### config.mk
export PLATFORM = sky130hd
export DESIGN_NAME = rtype_imem_responder
export DESIGN_NICKNAME = d
export VERILOG_FILES = /design/src/rtl/rtype_imem_responder_pkg.sv /design/src/rtl/rtype_imem_responder_lfsr.sv /design/src/rtl/rtype_imem_responder.sv
export SDC_FILE = /design/constraint.sdc
export NUM_CORES = 1
export LEC_CHECK = 0
export CORE_AREA = 8 8 104 106
export DETAILED_ROUTE_END_ITERATION = 8
export DIE_AREA = 0 0 112 114
export PLACE_DENSITY = 0.77
export SYNTH_ARGS = -nofsm -noshare
export SYNTH_HDL_FRONTEND = slang
export SYNTH_SLANG_ARGS = --single-unit
### constraint.sdc
create_clock -name clk -period 4 [get_ports clk]
set_input_delay 0.4 -clock clk [delete_from_list [all_inputs] [get_ports clk]]
set_output_delay 0.4 -clock clk [all_outputs]
set_load 0.02 [all_outputs]
### src/rtl/rtype_imem_responder_pkg.sv
// Shared types and constants for the R-type instruction-memory responder.
// Holds the FSM encoding, RV32 opcode/NOP constants and the LFSR tap mask.
package rtype_imem_responder_pkg;

  typedef enum logic [1:0] {
    ST_IDLE = 2'd0,
    ST_WAIT = 2'd1,
    ST_RESP = 2'd2
  } state_t;

  localparam logic [6:0]  RTYPE_OPCODE = 7'b0110011;
  localparam logic [31:0] NOP_INSN     = 32'h00000013;
  localparam logic [31:0] LFSR_MASK    = 32'h80200003;
  localparam logic [6:0]  FUNCT7_ALT   = 7'h20;

  // SUB/SRA encodings only exist for funct3 of ADD (0) and SRL (5).
  function automatic logic [31:0] rtype_word(input logic [31:0] l, input logic alt_en);
    logic [2:0] f3;
    logic [6:0] f7;
    f3 = l[7:5];
    f7 = (alt_en && l[18] && (f3 == 3'd0 || f3 == 3'd5)) ? FUNCT7_ALT : 7'h00;
    return {f7, l[17:13], l[12:8], f3, l[4:0], RTYPE_OPCODE};
  endfunction

endpackage

### src/rtl/rtype_imem_responder_lfsr.sv
// 32-bit Galois LFSR; a zero seed is replaced by 1 so the register never locks up.
module sodor_lfsr32
  import rtype_imem_responder_pkg::*;
(
  input  logic        clk,
  input  logic        reset_n,
  input  logic [31:0] seed,
  input  logic        step,
  output logic [31:0] state
);

  always_ff @(posedge clk or negedge reset_n) begin
    if (!reset_n) begin
      state <= (seed == '0) ? 32'h00000001 : seed;
    end else if (step) begin
      state <= {1'b0, state[31:1]} ^ (state[0] ? LFSR_MASK : '0);
    end
  end

endmodule

### src/rtl/rtype_imem_responder.sv
// Instruction-memory stand-in: answers each fetch with a pseudo-random RV32 R-type
// word after a fixed latency, preceded by a configurable run of NOPs after reset.
module rtype_imem_responder
  import rtype_imem_responder_pkg::*;
#(
  parameter logic [31:0] SEED      = 32'h00000190,
  parameter int unsigned LATENCY   = 1,
  parameter int unsigned NOP_COUNT = 2
) (
  input  logic        clk,
  input  logic        reset_n,
  input  logic        req_valid,
  input  logic [31:0] req_addr,
  output logic        req_ready,
  output logic        resp_valid,
  output logic [31:0] resp_data,
  input  logic        resp_ready,
  input  logic        alt_en,
  output logic [15:0] issued
);

  localparam logic [2:0] LAT_LOAD = 3'(LATENCY - 1);
  localparam logic [3:0] NOP_INIT = 4'(NOP_COUNT);

  state_t      state, state_nxt;
  logic [2:0]  lat_cnt;
  logic [3:0]  nop_cnt;
  logic        armed;
  logic [31:0] lfsr_state;
  logic [31:0] resp_data_q;
  logic        resp_nop_q;
  logic [15:0] issued_q;
  logic        accept;
  logic        complete;
  logic        enter_resp;
  logic        lfsr_step;
  logic        unused_addr;

  always_comb unused_addr = ^req_addr;

  // State register
  always_ff @(posedge clk or negedge reset_n) begin
    if (!reset_n) state <= ST_IDLE;
    else          state <= state_nxt;
  end

  // Next-state logic
  always_comb begin
    state_nxt = state;
    case (state)
      ST_IDLE: if (accept) state_nxt = (LATENCY == 1) ? ST_RESP : ST_WAIT;
      ST_WAIT: if (lat_cnt <= 3'd1) state_nxt = ST_RESP;
      ST_RESP: if (resp_ready) state_nxt = ST_IDLE;
      default: state_nxt = ST_IDLE;
    endcase
  end

  // Outputs; armed holds req_ready low until the first clock after reset release
  always_comb begin
    req_ready  = armed && (state == ST_IDLE);
    resp_valid = (state == ST_RESP);
    resp_data  = resp_data_q;
    issued     = issued_q;
    accept     = req_valid && req_ready;
    complete   = (state == ST_RESP) && resp_ready;
    enter_resp = (state != ST_RESP) && (state_nxt == ST_RESP);
    lfsr_step  = complete && !resp_nop_q;
  end

  always_ff @(posedge clk or negedge reset_n) begin
    if (!reset_n) begin
      armed       <= 1'b0;
      lat_cnt     <= '0;
      nop_cnt     <= NOP_INIT;
      resp_data_q <= '0;
      resp_nop_q  <= 1'b0;
      issued_q    <= '0;
    end else begin
      armed <= 1'b1;

      if (accept)                lat_cnt <= LAT_LOAD;
      else if (state == ST_WAIT) lat_cnt <= lat_cnt - 3'd1;

      // Word and alt_en are captured once on entry so the response stays stable
      if (enter_resp) begin
        resp_data_q <= (nop_cnt != '0) ? NOP_INSN : rtype_word(lfsr_state, alt_en);
        resp_nop_q  <= (nop_cnt != '0);
      end else if (complete) begin
        resp_data_q <= '0;
      end

      if (complete && resp_nop_q) nop_cnt <= nop_cnt - 4'd1;

      if (lfsr_step && (issued_q != 16'hFFFF)) issued_q <= issued_q + 16'd1;
    end
  end

  sodor_lfsr32 u_lfsr (
    .clk     (clk),
    .reset_n (reset_n),
    .seed    (SEED),
    .step    (lfsr_step),
    .state   (lfsr_state)
  );

endmodule

# After elaboration in Yosys (flattened, before gate mapping)
# Cells that the tools add are included.
# classes
mux	11
order_cmp	1
bitwise_logic	1
n_eq_ne	6
reduce_logical	16
n_addsub	3
# ops
operator	n
32-bit two-way mux	3
31-bit by 32-bit bitwise XOR with 32-bit output	1
31-bit two-way mux	1
16-bit by 1-bit adder with 16-bit output, second input constant	1
16-bit inequality test, second input constant	1
1-bit logical AND	9
2-bit two-way mux	3
3-bit two-way mux	2
6-bit two-way mux	1
2-bit one-hot mux with 3 select lines	1
2-bit == test, second input constant	2
2-bit nonzero test	2
4-bit nonzero test	1
4-bit by 1-bit subtractor with 4-bit output, second input constant	1
3-bit == test, second input constant	1
3-bit by 1-bit <= comparator with 1-bit output, second input constant	1
3-bit zero test	1
3-bit by 1-bit subtractor with 3-bit output, second input constant	1
2-bit by 1-bit == test with 1-bit output, second input constant	1
2-bit zero test	1
2-bit inequality test, second input constant	1
1-bit zero test	1
1-bit logical OR	1
# totals
reg_bits	91
output_inout_bits	50
input_bits	37
word_cells	46

# Longest topological paths before layout
# Gate-level depths: netlist of the first run.
# depth
word_depth	8
depth_mapped	7
ltp_nobuf	6

# Least setup slack after synthesis of the first run
# OpenSTA, ideal clock, no wires.
# synth_path
path_type	reg-to-reg
start	register issued_q[0] (netlist: issued[0])
end	register issued_q[14] (netlist: issued[14])
path_slack_ns	2.250
setup_time_ns	0.128
synth_period_minus_slack_ns	1.750
t_arrival_ns	1.623
path_stages_with_launch	6
path_cell_list	dfrtp_1 ha_1 nand3_4 nor4_4 nand4_1 mux2_1
# synth_between
elab_chain_len	2
word_cells_on_any_way	3
# synth_rtl
item	line	source
start: declaration	rtype_imem_responder.sv:32	logic [15:0] issued_q;
start signal: assignment	rtype_imem_responder.sv:94	if (lfsr_step && (issued_q != 16'hFFFF)) issued_q <= issued_q + 16'd1;
branches (longest 2 deep; another with 16-bit by 1-bit adder with 16-bit output)	-	
# Parallel ways; which one is timed is not known.
# A chain may end at the register's enable or synchronous reset.

# Final worst setup path of the first run
# layout_path
start	register state[1]
end	output port req_ready
# layout_between
elab_chain_len	2
# layout_rtl
item	line	source
start: declaration	rtype_imem_responder.sv:25	state_t state, state_nxt;
start signal: assignment	rtype_imem_responder.sv:44	else state <= state_nxt;
2-bit zero test	rtype_imem_responder.sv:60	req_ready = armed && (state == ST_IDLE);
1-bit logical AND	rtype_imem_responder.sv:60	
end: declaration	rtype_imem_responder.sv:14	output logic req_ready,
# Every way passes these cells.

==> results of run 1 <==
sequential cells by signal, summed over array words and instances, names as in the netlist:
register / count
issued: 16
u_lfsr.state: 32
lat_cnt: 3
armed: 1
resp_nop_q: 1
state: 2
nop_cnt: 4
resp_data: 21
metal layers:
layer	GRT usage [%]	up-vias	wire [um]	part of all wire [%]
li1	-	1072	-	-
met1	13.02	1110	3015	46
met2	16.56	45	3054	47
met3	4.226	8	396	6.0
met4	4.227	0	88	1.3
met5	0	-	0	0
kinds of logic after synthesis:
group                    synth area share (%)
AO/OA/AOI/OAI                           10.69
adder cells (fa/ha/maj)                 1.769
buffers and inverters                   5.202
XOR/XNOR                                4.211
flip-flops                              56.76
other                                  0.2124
multiplexers                            10.16
AND/OR/NAND/NOR                         11.01
through the flow:
| step | setup slack (ns) | cell area (um^2) |
|---|---|---|
| after global routing | 1.721 | 4243 |
| after global placement | 1.648 | 4038 |
| after detailed placement | 1.609 | 4038 |
| after floorplan | 2.250 | 3566 |
| after CTS | 1.824 | 4243 |
| final | 1.846 | 4243 |
worst paths after layout:
| path | slack, ns | end | cells after the start | start |
|---|---|---|---|---|
| setup / recovery | 1.85 | req_ready | 2 | state[1] |
| hold / removal | 0.19 | issued[11] | 1 | reset_n |
| setup reg to reg | 1.94 | u_lfsr.state[20] | 3 | state[1] |
| hold reg to reg | 0.48 | nop_cnt[3] | 1 | nop_cnt[3] |
| max in group asynchronous | 3.15 | u_lfsr.state[28] | 1 | reset_n |
| min in group clk | 0.48 | nop_cnt[3] | 1 | nop_cnt[3] |
power by group through the flow:
stage | combinational (W) | clock, W | sequential [W]
2_1_floorplan | 0.000223 | 0 | 0.00104
3_3_place_gp | 0.000347 | 0 | 0.00103
3_5_place_dp | 0.000362 | 0 | 0.00103
4_1_cts | 0.000364 | 0.000631 | 0.00102
5_1_grt | 0.000398 | 0.000667 | 0.00104
6_report | 0.000358 | 0.000614 | 0.00102
synthesized netlist by cell type, types with 5 or more instances:
cell,n
ha_1,5
inv_1,9
xor2_1,12
nand2_1,12
buf_2,9
o21ai_0,6
buf_4,12
mux2_2,29
a21oi_1,19
xnor2_1,5
a22o_1,19
dfrtp_1,76
nand3_1,6
nor2_1,9
area by class of cell:
class                      instances  area share [%]
timing repair buffer              49           11.27
clock inverter                     5           1.504
clock buffer                      11           3.332
multi-input combinational        179           32.53
inverter                           9          0.7962
tap                              111           3.273
sequential                        80           47.30
==> flow_summary_export.csv, run 1 <==
group,metric,value,unit
status,status,"complete, no violations",
worst_setup_path,startpoint_type,"register",
worst_setup_path,cpPeakStageDelay,0.64,ns
yosys,postSynth.asyncResetShare,100.0,%
timing,skew,0.01800,ns
job,maxCapViolCount,0,
finish,drive_above_1_share,20.12,%
finish,seqCellArea,0.002007,mm^2
clock_tree,post_cts_buffers,0,
timing,fin_tns_setup,0,ns
global_route,antenna_found_initial,0,
power,internal_power,0.001406,W
clock_tree,cts_made_buffers,9,
timing,fin_crit_sh,53.85,%
die,dieArea,0.01277,mm^2
yosys,syn_inst,283,
detailed_routing,wirelength,6.555,mm
worst_setup_path,worstPathRequired,3.60,ns
worst_setup_path,critPathSlowestCell,"clkdlybuf4s50_1",
detailed_routing,drcViolationCount,0,
global_route,grt_overflow_total,0,
clock_tree,cts_hold_buf,0,
timing,setup_viol,0,
yosys,yosys-top-cells-area,"dfrtp_1 54%, mux2_2 9.2%, a22o_1 4.7%",
worst_setup_path,end_kind,"output port",
finish,fill_cells,842,
power,vdd_ir_drop_max,0.1713,mV
die,die-height,114,um
worst_setup_path,cp_max_fo,15,
power,seqPwrFrac,51.2,%
placement,place_hpwl,4.402,mm
power,power.density,469.2,mW/mm^2
detailed_routing,vias,2235,
worst_setup_path,critical-path-top-delay-family,"buffers and inverters",
detailed_routing,ant_nets,0,
timing,max_freq,0.4642,GHz
finish,layout.cells.most_common_list,"76 x dfrtp_1, 44 x clkdlybuf4s50_1, 29 x mux2_2, 19 x a21oi_1, 19 x a22o_1",
yosys,synth_edf_count,0,
yosys,yosysWarningCount,0,
timing,hold_slack,0.1880,ns
clock_tree,path_clk_slew,0.09,ns
worst_setup_path,cp.buffers_inverters,1,
power,switching_share,29.35,%
finish,nets,370,
finish,stdcell_count,444,
detailed_routing,avgViaCountPerCell,5.034,
worst_setup_path,worstSetupPathType,"reg -> out",
clock_tree,cts_resized,0,
yosys,synth.cell_area,0.003536,mm^2
clock_tree,worst_skew_pair.late_latency,0.35,ns
timing,rsz0062_at_grt,"false",
power,power_frac_comb,18.0,%
yosys,syn_avg_cell_area,12.49,um^2
yosys,synth_top_area_cell,"dfrtp_1",
timing,finalCriticalPeriod,2.154,ns
yosys,yosysUniqueCellTypes,48,
finish,syn_to_final_growth,19.99,%
timing,tightest_slew,0.9871,ns
finish,antenna_cells,0,
yosys,ys.flop_type,"dfrtp_1",
placement,gp_congestion,0.7823,
timing,relSlewSlack,34.19,%
clock_tree,cts.htree.levels,3,
finish,mostFrequentLayoutCell,"dfrtp_1",
timing,finalHoldViolations,0,
global_route,grt_util_all_layers,10.66,%
global_route,grt_max_degree,81,
power,power_leakage,1.990,nW
die,initial_utilization,38.82,%
power,total_power,0.001991,W
clock_tree,cts_root_buf,"clkbuf_8",
clock_tree,cts_tree,"done",
detailed_routing,drtPass1Iterations,4,
placement,io_buffers,45,
clock_tree,cts_max_path_buffers,2,
worst_setup_path,arrival,1.75,ns
die,rows,35,
detailed_routing,avgRoutedWirePerCell,14.76,um
global_route,grt_pass1_vias,2221,
yosys,synth_top_area_share,53.79,%
die,ioPinCount,87,
hold_path,hold_class,"in -> async",
yosys,synth-seq-cells,80,
clock_tree,cts.sinks,80,
timing,slew_violations,0,
die,die_w,112,um
die,coreArea,0.009109,mm^2
detailed_routing,drtIter0Drc,114,
finish,multi_input_area,0.001380,mm^2
finish,post-route-util,46.58,%
power,clock_power_share,30.8,%
yosys,seq_area_frac_synth,56.76,%
worst_setup_path,crit_chain,"nor3b_1 -> clkdlybuf4s50_1",
placement,post-place-cells,428,
global_route,grt_pass1_wl,11.03,mm
power,p_sw,0.0005842,W
Power figures use the tool's default switching activity.
==> inputs of run 2 (changes only) <==
==> constraint.sdc (replaced) <==
create_clock -name clk -period 2 [get_ports clk]
set_input_delay 0.2 -clock clk [delete_from_list [all_inputs] [get_ports clk]]
set_output_delay 0.2 -clock clk [all_outputs]
set_load 0.02 [all_outputs]
==> run 2 against run 1 <==
  * Via count increased by 0.67%
  * Largest cell class unchanged
  * Die area unchanged
  * Sequential share of layout area decreased by 1.4 points
  * Combinational power increased by 110%
  * Flip-flop and latch count unchanged
  * Worst setup slack got worse by 1.7 ns
  * Cell area increased by 3.2%
  * Wire length increased by 1.7%
  * Non-clock buffer count increased by 10
==> flow_summary_export.csv, run 2 (synthesized netlist as in run 1, its figures left out) <==
group,metric,value,unit
timing,skew,0.01327,ns
finish,drive_above_1_share,22.45,%
clock_tree,cts_max_path_buffers,2,
finish,antenna_cells,0,
worst_setup_path,critPathSlowestCell,"clkdlybuf4s50_1",
global_route,antenna_found_initial,0,
die,initial_utilization,38.82,%
worst_setup_path,end_kind,"output port",
power,power.density,940.8,mW/mm^2
clock_tree,cts_resized,0,
detailed_routing,vias,2250,
global_route,grt_overflow_total,0,
detailed_routing,drtIter0Drc,64,
timing,slew_violations,0,
global_route,grt_pass1_vias,2354,
timing,fin_crit_sh,92.84,%
placement,placedInstanceArea,0.004143,mm^2
global_route,grt_util_all_layers,10.98,%
timing,rsz0062_at_grt,"false",
detailed_routing,avgViaCountPerCell,4.956,
clock_tree,post_cts_buffers,0,
timing,setup_viol,0,
detailed_routing,wirelength,6.664,mm
finish,mostFrequentLayoutCell,"dfrtp_1",
worst_setup_path,crit_chain,"nor3b_1 -> clkdlybuf4s50_1",
finish,stdcell_count,454,
die,rows,35,
clock_tree,worst_skew_pair.late_latency,0.35,ns
clock_tree,cts_tree,"done",
detailed_routing,drcViolationCount,0,
die,ioPinCount,87,
global_route,grt_max_degree,36,
timing,fin_tns_setup,0,ns
worst_setup_path,worstSetupPathType,"reg -> out",
worst_setup_path,arrival,1.66,ns
timing,finalHoldViolations,0,
finish,syn_to_final_growth,23.78,%
die,coreArea,0.009109,mm^2
status,status,"complete, no violations",
clock_tree,cts.htree.levels,3,
finish,largest_register_ffs,32,
finish,fin_area,0.004377,mm^2
placement,io_buffers,45,
detailed_routing,drtPass1Iterations,4,
power,power_leakage,2.060,nW
worst_setup_path,startpoint_type,"register",
placement,post-place-cells,437,
finish,layout.cells.most_common_list,"76 x dfrtp_1, 44 x clkdlybuf4s50_1, 29 x mux2_2, 19 x a21oi_1, 19 x a22o_1",
die,die-height,114,um
hold_path,hold_class,"in -> async",
clock_tree,path_clk_slew,0.09,ns
worst_setup_path,critical-path-top-delay-family,"buffers and inverters",
finish,nets,380,
worst_setup_path,worstPathRequired,1.80,ns
global_route,grt_pass1_wl,11.55,mm
power,vdd_ir_drop_max,0.5344,mV
timing,max_freq,0.5386,GHz
placement,dp_worst_setup_slack,0.1330,ns
clock_tree,cts.sinks,80,
detailed_routing,avgRoutedWirePerCell,14.68,um
die,dieArea,0.01277,mm^2
detailed_routing,ant_nets,0,
die,die_w,112,um
worst_setup_path,cp_max_fo,6,
timing,finalCriticalPeriod,1.857,ns
placement,gp_congestion,0.8255,
timing,finalWorstSetupSlack,0.1432,ns
worst_setup_path,cp.buffers_inverters,1,
placement,place_hpwl,4.748,mm
clock_tree,cts_root_buf,"clkbuf_8",
job,maxCapViolCount,0,
worst_setup_path,cpPeakStageDelay,0.65,ns
clock_tree,cts_made_buffers,9,
finish,largest_register,"u_lfsr.state",
-- run 2: worst paths after layout --
kind	start	end	slack, ns	cells past startpoint
worst min-delay path	reset_n	issued[10]	0.33	2
worst max register to register	issued[0]	issued[14]	0.26	5
worst min register to register	nop_cnt[3]	nop_cnt[3]	0.47	1
worst max-delay path	state[0]	req_ready	0.14	2
min in group clk	nop_cnt[3]	nop_cnt[3]	0.47	1
max in group asynchronous	reset_n	nop_cnt[1]	0.98	3
-- run 2: metrics by stage --
step	utilization, %	power (W)	hold slack (ns)
2_1_floorplan	-	0.002526	-0.09559
3_3_place_gp	45.48	0.002790	0.1747
3_5_place_dp	45.48	0.002834	0.1827
4_1_cts	48.05	0.004178	0.3410
5_1_grt	48.05	0.004351	0.3899
6_report	48.05	0.004118	0.3253
-- run 2: routing by layer --
metal  global-route usage (%)  vias to the layer above  routed length [um]
li1                         -                     1088                   -
met5                        0                        -                   0
met1                    12.98                     1119                3026
met3                    4.173                        7                 417
met4                    3.327                        0                  56
met2                    18.21                       36                3164
-- run 2: power breakdown --
group / leakage, nW / switching (W) / internal [W]
clock network: 0.115 / 0.000615 / 0.000716
registers: 1.06 / 0.000197 / 0.00184
logic: 0.887 / 0.000374 / 0.000378
total: 2.06 / 0.00119 / 0.00293
-- run 2: area by class of cell --
class,count,area [um^2]
Fill cell,830,4732
Sequential cell,80,2007
Multi-Input combinational cell,179,1380
Timing Repair Buffer,59,593.1
Tap cell,111,138.9
Clock buffer,9,123.9
Clock inverter,7,100.1
Inverter,9,33.78
-- run 2: what timing repair did --
| action | in CTS | in global routing |
|---|---|---|
| hold buffers | 1 | 0 |
| endpoints found under the setup margin | 0 | 0 |
| endpoints found under the hold margin | 32 | 0 |
